<file path="src/rtl/uart_rx_frame_if.sv">
// Receive-side UART bundle: serial line in, received byte and per-frame status out.
// The slave side is the frame engine; the master side drives rx and consumes results.
interface uart_rx_frame_if #(
   parameter int unsigned DATA_BITS = 8
);
   logic                 rx;
   logic [DATA_BITS-1:0] data_out;
   logic                 data_valid;
   logic                 parity_err;
   logic                 frame_err;
   logic                 busy;

   modport master (
      output rx,
      input  data_out,
      input  data_valid,
      input  parity_err,
      input  frame_err,
      input  busy
   );

   modport slave (
      input  rx,
      output data_out,
      output data_valid,
      output parity_err,
      output frame_err,
      output busy
   );
endinterface

</file>
<file path="src/rtl/uart_rx_frame.sv">
// UART receive frame engine: synchronises rx, samples each bit at mid-bit, deserialises
// LSB first, checks optional parity and the stop bit, and reports one valid pulse per frame.
module uart_rx_frame #(
   parameter int unsigned BAUD_DIV   = 16,
   parameter int unsigned DATA_BITS  = 8,
   parameter int unsigned PARITY_EN  = 1,
   parameter int unsigned PARITY_ODD = 0
) (
   input logic            clk,
   input logic            rst,
   uart_rx_frame_if.slave bus
);

   localparam int unsigned CntW = $clog2(BAUD_DIV);
   localparam int unsigned BitW = $clog2(DATA_BITS);
   localparam logic [CntW-1:0] HalfLoad = CntW'(BAUD_DIV / 2 - 1);
   localparam logic [CntW-1:0] FullLoad = CntW'(BAUD_DIV - 1);
   localparam logic [BitW-1:0] LastBit  = BitW'(DATA_BITS - 1);
   localparam logic ParEn  = (PARITY_EN != 0);
   localparam logic ParOdd = (PARITY_ODD != 0);

   typedef enum logic [2:0] {
      StIdle,
      StStart,
      StData,
      StParity,
      StStop,
      StBreak
   } state_e;

   state_e state_q, state_d;

   logic [1:0]           rx_sync_q, rx_sync_d;
   logic [CntW-1:0]      baud_cnt_q, baud_cnt_d;
   logic [BitW-1:0]      bit_cnt_q, bit_cnt_d;
   logic [DATA_BITS-1:0] shift_q, shift_d;
   logic                 par_q, par_d;
   logic [DATA_BITS-1:0] data_out_q, data_out_d;
   logic                 data_valid_q, data_valid_d;
   logic                 parity_err_q, parity_err_d;
   logic                 frame_err_q, frame_err_d;

   logic rx_s;
   logic tick;
   logic last_bit;

   assign rx_s     = rx_sync_q[1];
   assign tick     = (baud_cnt_q == '0);
   assign last_bit = (bit_cnt_q == LastBit);

   // State register
   always_ff @(posedge clk) begin
      if (rst) begin
         state_q <= StIdle;
      end else begin
         state_q <= state_d;
      end
   end

   // Next-state logic
   always_comb begin
      state_d = state_q;
      unique case (state_q)
         StIdle:   if (!rx_s) state_d = StStart;
         StStart:  if (tick) state_d = rx_s ? StIdle : StData;
         StData:   if (tick && last_bit) state_d = ParEn ? StParity : StStop;
         StParity: if (tick) state_d = StStop;
         StStop:   if (tick) state_d = rx_s ? StIdle : StBreak;
         StBreak:  if (rx_s) state_d = StIdle;
         default:  state_d = StIdle;
      endcase
   end

   // Synchroniser, baud/bit counters and shift register
   always_comb begin
      rx_sync_d  = {rx_sync_q[0], bus.rx};
      baud_cnt_d = baud_cnt_q;
      bit_cnt_d  = bit_cnt_q;
      shift_d    = shift_q;
      par_d      = par_q;
      unique case (state_q)
         StIdle: begin
            if (!rx_s) baud_cnt_d = HalfLoad;
         end
         StStart: begin
            if (tick) begin
               baud_cnt_d = FullLoad;
               bit_cnt_d  = '0;
            end else begin
               baud_cnt_d = baud_cnt_q - 1'b1;
            end
         end
         StData: begin
            if (tick) begin
               baud_cnt_d = FullLoad;
               shift_d    = {rx_s, shift_q[DATA_BITS-1:1]};
               bit_cnt_d  = last_bit ? '0 : bit_cnt_q + 1'b1;
            end else begin
               baud_cnt_d = baud_cnt_q - 1'b1;
            end
         end
         StParity: begin
            if (tick) begin
               baud_cnt_d = FullLoad;
               par_d      = rx_s;
            end else begin
               baud_cnt_d = baud_cnt_q - 1'b1;
            end
         end
         StStop: begin
            if (!tick) baud_cnt_d = baud_cnt_q - 1'b1;
         end
         StBreak: begin
            baud_cnt_d = baud_cnt_q;
         end
         default: begin
            baud_cnt_d = '0;
         end
      endcase
   end

   // Outputs update only on the cycle after the stop sample
   always_comb begin
      data_valid_d = 1'b0;
      data_out_d   = data_out_q;
      parity_err_d = parity_err_q;
      frame_err_d  = frame_err_q;
      if ((state_q == StStop) && tick) begin
         data_valid_d = 1'b1;
         data_out_d   = shift_q;
         parity_err_d = ParEn & ((^shift_q ^ par_q) != ParOdd);
         frame_err_d  = ~rx_s;
      end
   end

   always_ff @(posedge clk) begin
      if (rst) begin
         rx_sync_q    <= 2'b11;
         baud_cnt_q   <= '0;
         bit_cnt_q    <= '0;
         shift_q      <= '0;
         par_q        <= 1'b0;
         data_out_q   <= '0;
         data_valid_q <= 1'b0;
         parity_err_q <= 1'b0;
         frame_err_q  <= 1'b0;
      end else begin
         rx_sync_q    <= rx_sync_d;
         baud_cnt_q   <= baud_cnt_d;
         bit_cnt_q    <= bit_cnt_d;
         shift_q      <= shift_d;
         par_q        <= par_d;
         data_out_q   <= data_out_d;
         data_valid_q <= data_valid_d;
         parity_err_q <= parity_err_d;
         frame_err_q  <= frame_err_d;
      end
   end

   assign bus.data_out   = data_out_q;
   assign bus.data_valid = data_valid_q;
   assign bus.parity_err = parity_err_q;
   assign bus.frame_err  = frame_err_q;
   assign bus.busy       = (state_q != StIdle);

endmodule

</file>
<file path="src/flat_wrapper.sv">
// flat-port wrapper written by rule: the top's interface ports become plain ports
module uart_rx_frame_flat 
#(
   parameter int unsigned BAUD_DIV   = 16,
   parameter int unsigned DATA_BITS  = 8,
   parameter int unsigned PARITY_EN  = 1,
   parameter int unsigned PARITY_ODD = 0
)
  (clk, rst, bus_rx, bus_data_out, bus_data_valid, bus_parity_err, bus_frame_err, bus_busy);
  uart_rx_frame_if #(.DATA_BITS(DATA_BITS)) bus_i ();
  input logic clk;
  input logic rst;
  input wire logic [$bits(bus_i.rx)-1:0] bus_rx;
  output wire logic [$bits(bus_i.data_out)-1:0] bus_data_out;
  output wire logic [$bits(bus_i.data_valid)-1:0] bus_data_valid;
  output wire logic [$bits(bus_i.parity_err)-1:0] bus_parity_err;
  output wire logic [$bits(bus_i.frame_err)-1:0] bus_frame_err;
  output wire logic [$bits(bus_i.busy)-1:0] bus_busy;
  assign bus_i.rx = bus_rx;
  assign bus_data_out = bus_i.data_out;
  assign bus_data_valid = bus_i.data_valid;
  assign bus_parity_err = bus_i.parity_err;
  assign bus_frame_err = bus_i.frame_err;
  assign bus_busy = bus_i.busy;
  uart_rx_frame #(.BAUD_DIV(BAUD_DIV), .DATA_BITS(DATA_BITS), .PARITY_EN(PARITY_EN), .PARITY_ODD(PARITY_ODD)) u_core (.clk(clk), .rst(rst), .bus(bus_i));
endmodule
</file>
<file path="config.mk">
export PLATFORM = sky130hd
export DESIGN_NAME = uart_rx_frame_flat
export DESIGN_NICKNAME = d
export VERILOG_FILES = /design/src/rtl/uart_rx_frame_if.sv /design/src/rtl/uart_rx_frame.sv /design/src/flat_wrapper.sv
export SDC_FILE = /design/constraint.sdc
export NUM_CORES = 1
export LEC_CHECK = 0
export ABC_AREA = 1
export CAP_MARGIN = 20
export CORE_UTILIZATION = 40
export CTS_CLUSTER_DIAMETER = 50
export DETAILED_ROUTE_END_ITERATION = 8
export PLACE_DENSITY = 0.68
export SYNTH_ARGS = -nofsm -noshare
export SYNTH_HDL_FRONTEND = slang
export SYNTH_SLANG_ARGS = --single-unit
export TNS_END_PERCENT = 1
</file>
<file path="constraint.sdc">
create_clock -name clk -period 1.55 [get_ports clk]
set_input_delay 0.2325 -clock clk [delete_from_list [all_inputs] [get_ports clk]]
set_output_delay 0.2325 -clock clk [all_outputs]
set_load 0.01 [all_outputs]
</file>
# Word level (Yosys, flattened, before mapping)
# Cells that the tools add are included.
# totals
output_inout_bits	12
inputBits	3
word_cells	60
register_bits	32
# op_classes
bitwise_logic	3
muxes	18
add_sub_neg	2
eq_ne	14
n_reduce_logical	13
# op_table
cell	n
3-bit two-way mux	10
3-bit one-hot mux with 6 select lines	1
4-bit one-hot mux with 4 select lines	1
4-bit two-way mux	3
2-bit by 1-bit inequality test with 1-bit output (second input constant)	6
3-bit equality test (second input constant)	3
8-bit XOR reduction	1
3-bit by 2-bit equality test with 1-bit output (second input constant)	2
3-bit one-hot mux with 2 select lines	1
3-bit AND reduction	2
6-bit AND reduction	1
4-bit zero test	1
2-bit inequality test (second input constant)	2
2-bit AND reduction	2
4-bit by 1-bit subtractor with 4-bit output (second input constant)	1
3-bit by 1-bit adder with 3-bit output (second input constant)	1
3-bit by 1-bit equality test with 1-bit output (second input constant)	1
3-bit zero test	1
3-bit nonzero test	1
3-bit OR reduction	1
1-bit logical AND	2
2-bit two-way mux	1
1-bit NOT	2
2-bit nonzero test	1
2 further kinds	2

# Depth between registers and ports, before layout
# logic_depth
ltp_word	4
depth_mapped	11
ltp_nobuf	11

# Least setup slack after synthesis
# OpenSTA, ideal clock, no wires.
# synth_timing
path_type	flip-flop to flip-flop
from	reg u_core.baud_cnt_q[0]
to	reg u_core.parity_err_q (netlist: u_core.bus.parity_err)
path_slack_ns	0.124
setup_time_ns	0.113
path_stages_with_launch	12
path_buffers	2
t_arrival_ns	1.313
period_less_slack_ns	1.426
path_cell_list	dfxtp_1 inv_1 ha_1 nand2_2 nor2_4 inv_4 nor2_8 buf_8 buf_12 nand2_2 nor2_2 nor2_1
# synth_between
elab_chain_len	2
# synth_rtl
element	line_no	source
start, declared	uart_rx_frame.sv:34	logic [CntW-1:0] baud_cnt_q, baud_cnt_d;
start signal, assigned	uart_rx_frame.sv:149	baud_cnt_q <= baud_cnt_d;
4-bit zero test	uart_rx_frame.sv:48	assign tick = (baud_cnt_q == '0);
1-bit logical AND	uart_rx_frame.sv:128	if ((state_q == StStop) && tick) begin
end signal, assigned	uart_rx_frame.sv:155	parity_err_q <= parity_err_d;
end, declared	uart_rx_frame.sv:40	logic parity_err_q, parity_err_d;
# No other way between the ends.
# A chain may end at the register's enable or synchronous reset.

# Worst setup path in the final report
# layout_timing
from	reg u_core.baud_cnt_q[1]
to	reg u_core.parity_err_q (netlist: u_core.bus.parity_err)
# The elaborated chain is that of the path after synthesis.

==> flow_summary.yaml <==
global_routing:
  grtUsageTotal_pct: 15.6
  antenna_found_initial: 0
  grt_max_degree: 20
  grt_pass1_vias: 1171
  grt_first_pass_wirelength_um: 5000
  gr-total-overflow: 0
pwr:
  p_int_uw: 2090
  p_sw_uw: 1390
  clock_power_share_pct: 22.9
  power_density_nw_per_um2: 1680
  seq_power_share_pct: 31.8
  p_leak_uw: 0.000885
  p_sw_share_pct: 39.8
  combPwrFrac_pct: 45.4
  peakVddDrop_mv: 0.835
sta:
  fmax_mhz: 637
  setup_viol: 1
  fin_skew_ns: 0.00399
  fin_tns_setup_ns: -0.0201
  fin_crit_sh_pct: 101
  hold_violations: 0
  worst_pin_slew_ns: 0.292
  fin_crit_ns: 1.57
  slew_violations: 0
  relSlewSlack_pct: 80.4
  rsz0062_at_grt: "yes"
  layout_setup_ws_ns: -0.0201
min_path:
  whs_path_depth: 1
  holdCritStartpoint: "u_core.rx_sync_q[0]"
  hp-class: "flop to flop"
  min_to: "u_core.rx_sync_q[1]"
die:
  rows: 22
  ios: 15
  die_x_um: 65.9
  initial_utilization_pct: 43.0
  core_um2: 3800
  dieArea_um2: 4340
  die_h_um: 65.9
status:
  violations: "setup timing"
  status: "complete, but fails checks"
critical_path:
  r2r-start: "u_core.baud_cnt_q[1]"
  critical_path_class: "flop to flop"
  ff2ff_setup_slack_ns: -0.02
  reg2reg_depth: 10
  crit_fanout: 5
  r2r-end: "u_core.bus.parity_err"
  cp.arrival_ns: 1.75
  crit_required_ns: 1.73
  cp-start-kind: "flop"
  cp-end-kind: "flop"
cts:
  path_clk_slew_ns: 0.07
  insertion_delay_ns: 0.28
  cts_buffers: 5
  clockRootBuffer: "clkbuf_8"
  cts_tree: "done"
  cts.sinks: 32
  clockBufferDepth: 2
  h-tree-depth: 2
routing:
  dr.first_iter.drc_count: 40
  via_per_inst: 4.78
  drc_errors: 0
  wire_per_inst_um: 11.2
  ant_nets: 0
  dr.pass1.iters: 4
  vias: 1371
  wl_um: 3210
synth:
  ys_types: 33
  synth-main-ff-cell: "dfxtp_1"
  ys_ff_latch: 32
  ys_seq_area_share_pct: 39.3
  synthCells: 210
  syn_area_per_cell_um2: 7.77
  synth_edf_count: 0
  synth_area_um2: 1630
  ys_warn_count: 0
  synth_fp_nets: 216
  synth-async-reset-ratio_pct: 0
cells_and_area:
  areaGrowthSynthToFinish_pct: 27.2
  stdcell_count: 287
  final_area_um2: 2080
  mostFrequentLayoutCell: "nand2_1"
  fin_nets: 244
  antennaDiodeCount: 0
  drive_above_1_share_pct: 27.2
  layout_common_cells: "nand2_1 (49), dfxtp_1 (28), a21oi_1 (24)"
placement:
  io_buffer_count: 14
  dp_hpwl_um: 2070
  routabilityCongestion: 0.838
  place_ws_ns: 0.0362
  dp_cells: 271
  place_area_um2: 1810
run:
  drv_cap: 0
worst max-delay path: stages (launching register included):
cell	delay [ns]
dfxtp_2	0.33
inv_2	0.06
ha_4	0.15
nand2_4	0.06
nor2_4	0.18
clkinv_4	0.13
nor2_8	0.21
clkbuf_16	0.18
nand2_4	0.04
nor2_2	0.09
nor2_1	0.04
sequential cells by signal, indices dropped and copies added, names as in the netlist:
signal / count
u_core.bit_cnt_q: 3
u_core.bus.data_valid: 1
u_core.rx_sync_q: 2
u_core.state_q: 3
u_core.bus.parity_err: 1
u_core.par_q: 1
u_core.shift_q: 8
u_core.baud_cnt_q: 4
u_core.bus.frame_err: 1
u_core.bus.data_out: 8
worst max-delay path by stage:
stage                               from                     to  slack [ns]  cells past startpoint
detailed placement  u_core.baud_cnt_q[0]      u_core.shift_q[0]        0.04                      8
floorplan           u_core.baud_cnt_q[0]  u_core.bus.parity_err        0.12                     11
global route        u_core.baud_cnt_q[1]  u_core.bus.parity_err       -0.13                     10
finish              u_core.baud_cnt_q[1]  u_core.bus.parity_err       -0.02                     10
global placement    u_core.baud_cnt_q[0]      u_core.shift_q[7]        0.08                      8
CTS                 u_core.baud_cnt_q[0]      u_core.shift_q[0]        0.02                      8
power by group through the flow:
| stage | logic, uW | clock network, uW | registers (uW) |
|---|---|---|---|
| 2_1_floorplan | 1130 | 0 | 1090 |
| 3_3_place_gp | 1340 | 0 | 1100 |
| 3_5_place_dp | 1360 | 0 | 1100 |
| 4_1_cts | 1380 | 812 | 1090 |
| 5_1_grt | 1760 | 867 | 1120 |
| 6_report | 1580 | 796 | 1110 |
repair_timing:
item	CTS	global route
cloned	0	2
pin swaps	1	8
resized for setup	4	18
setup buffers	1	5
setup endpoints to repair	1	20
hold buffers	0	0
metrics by stage:
stage | power [uW] | hold slack, ns | utilization [%]
finish | 3480 | 0.413 | 54.6
global route | 3750 | 0.421 | 54.6
CTS | 3280 | 0.410 | 50.9
detailed placement | 2460 | 0.396 | 47.7
global placement | 2440 | 0.392 | 47.7
floorplan | 2210 | 0.302 | -
metal layers:
metal / track usage, % / share of wire [%]
met1: 18.4 / 49
met2: 24.4 / 44
met3: 5.86 / 4.1
met4: 7.88 / 2.7
met5: 0 / 0
cell type report:
| cell class | count | area [um^2] |
|---|---|---|
| Timing Repair Buffer | 27 | 297 |
| Fill cell | 368 | 1720 |
| Clock inverter | 3 | 42.5 |
| Tap cell | 48 | 60.1 |
| Multi-Input combinational cell | 145 | 851 |
| Inverter | 27 | 109 |
| Sequential cell | 32 | 648 |
| Clock buffer | 5 | 68.8 |
logic make-up after synthesis:
kind of cell / synth area share [%]
XOR/XNOR: 1.07
AO/OA/AOI/OAI: 19.3
AND/OR/NAND/NOR: 27.1
adder cells (fa/ha/maj): 2.30
buffers and inverters: 10.9
flip-flops: 39.3
synth_stat cells (2+ instances only):
master | n | area share, %
a21oi_1 | 26 | 8.0
inv_2 | 7 | 1.6
nand2_1 | 49 | 11
nor2_1 | 9 | 2.1
inv_1 | 18 | 4.1
or2_2 | 2 | 0.77
nand2_2 | 2 | 0.77
o21ai_2 | 2 | 1.1
nor2_4 | 5 | 3.5
inv_4 | 2 | 0.77
nand2_4 | 5 | 3.5
ha_1 | 3 | 2.3
nor2_2 | 2 | 0.77
a21oi_2 | 2 | 1.1
o21ai_0 | 22 | 6.7
dfxtp_1 | 32 | 39
nand3_1 | 6 | 1.8
No activity file was read; power rests on OpenSTA's default activity.
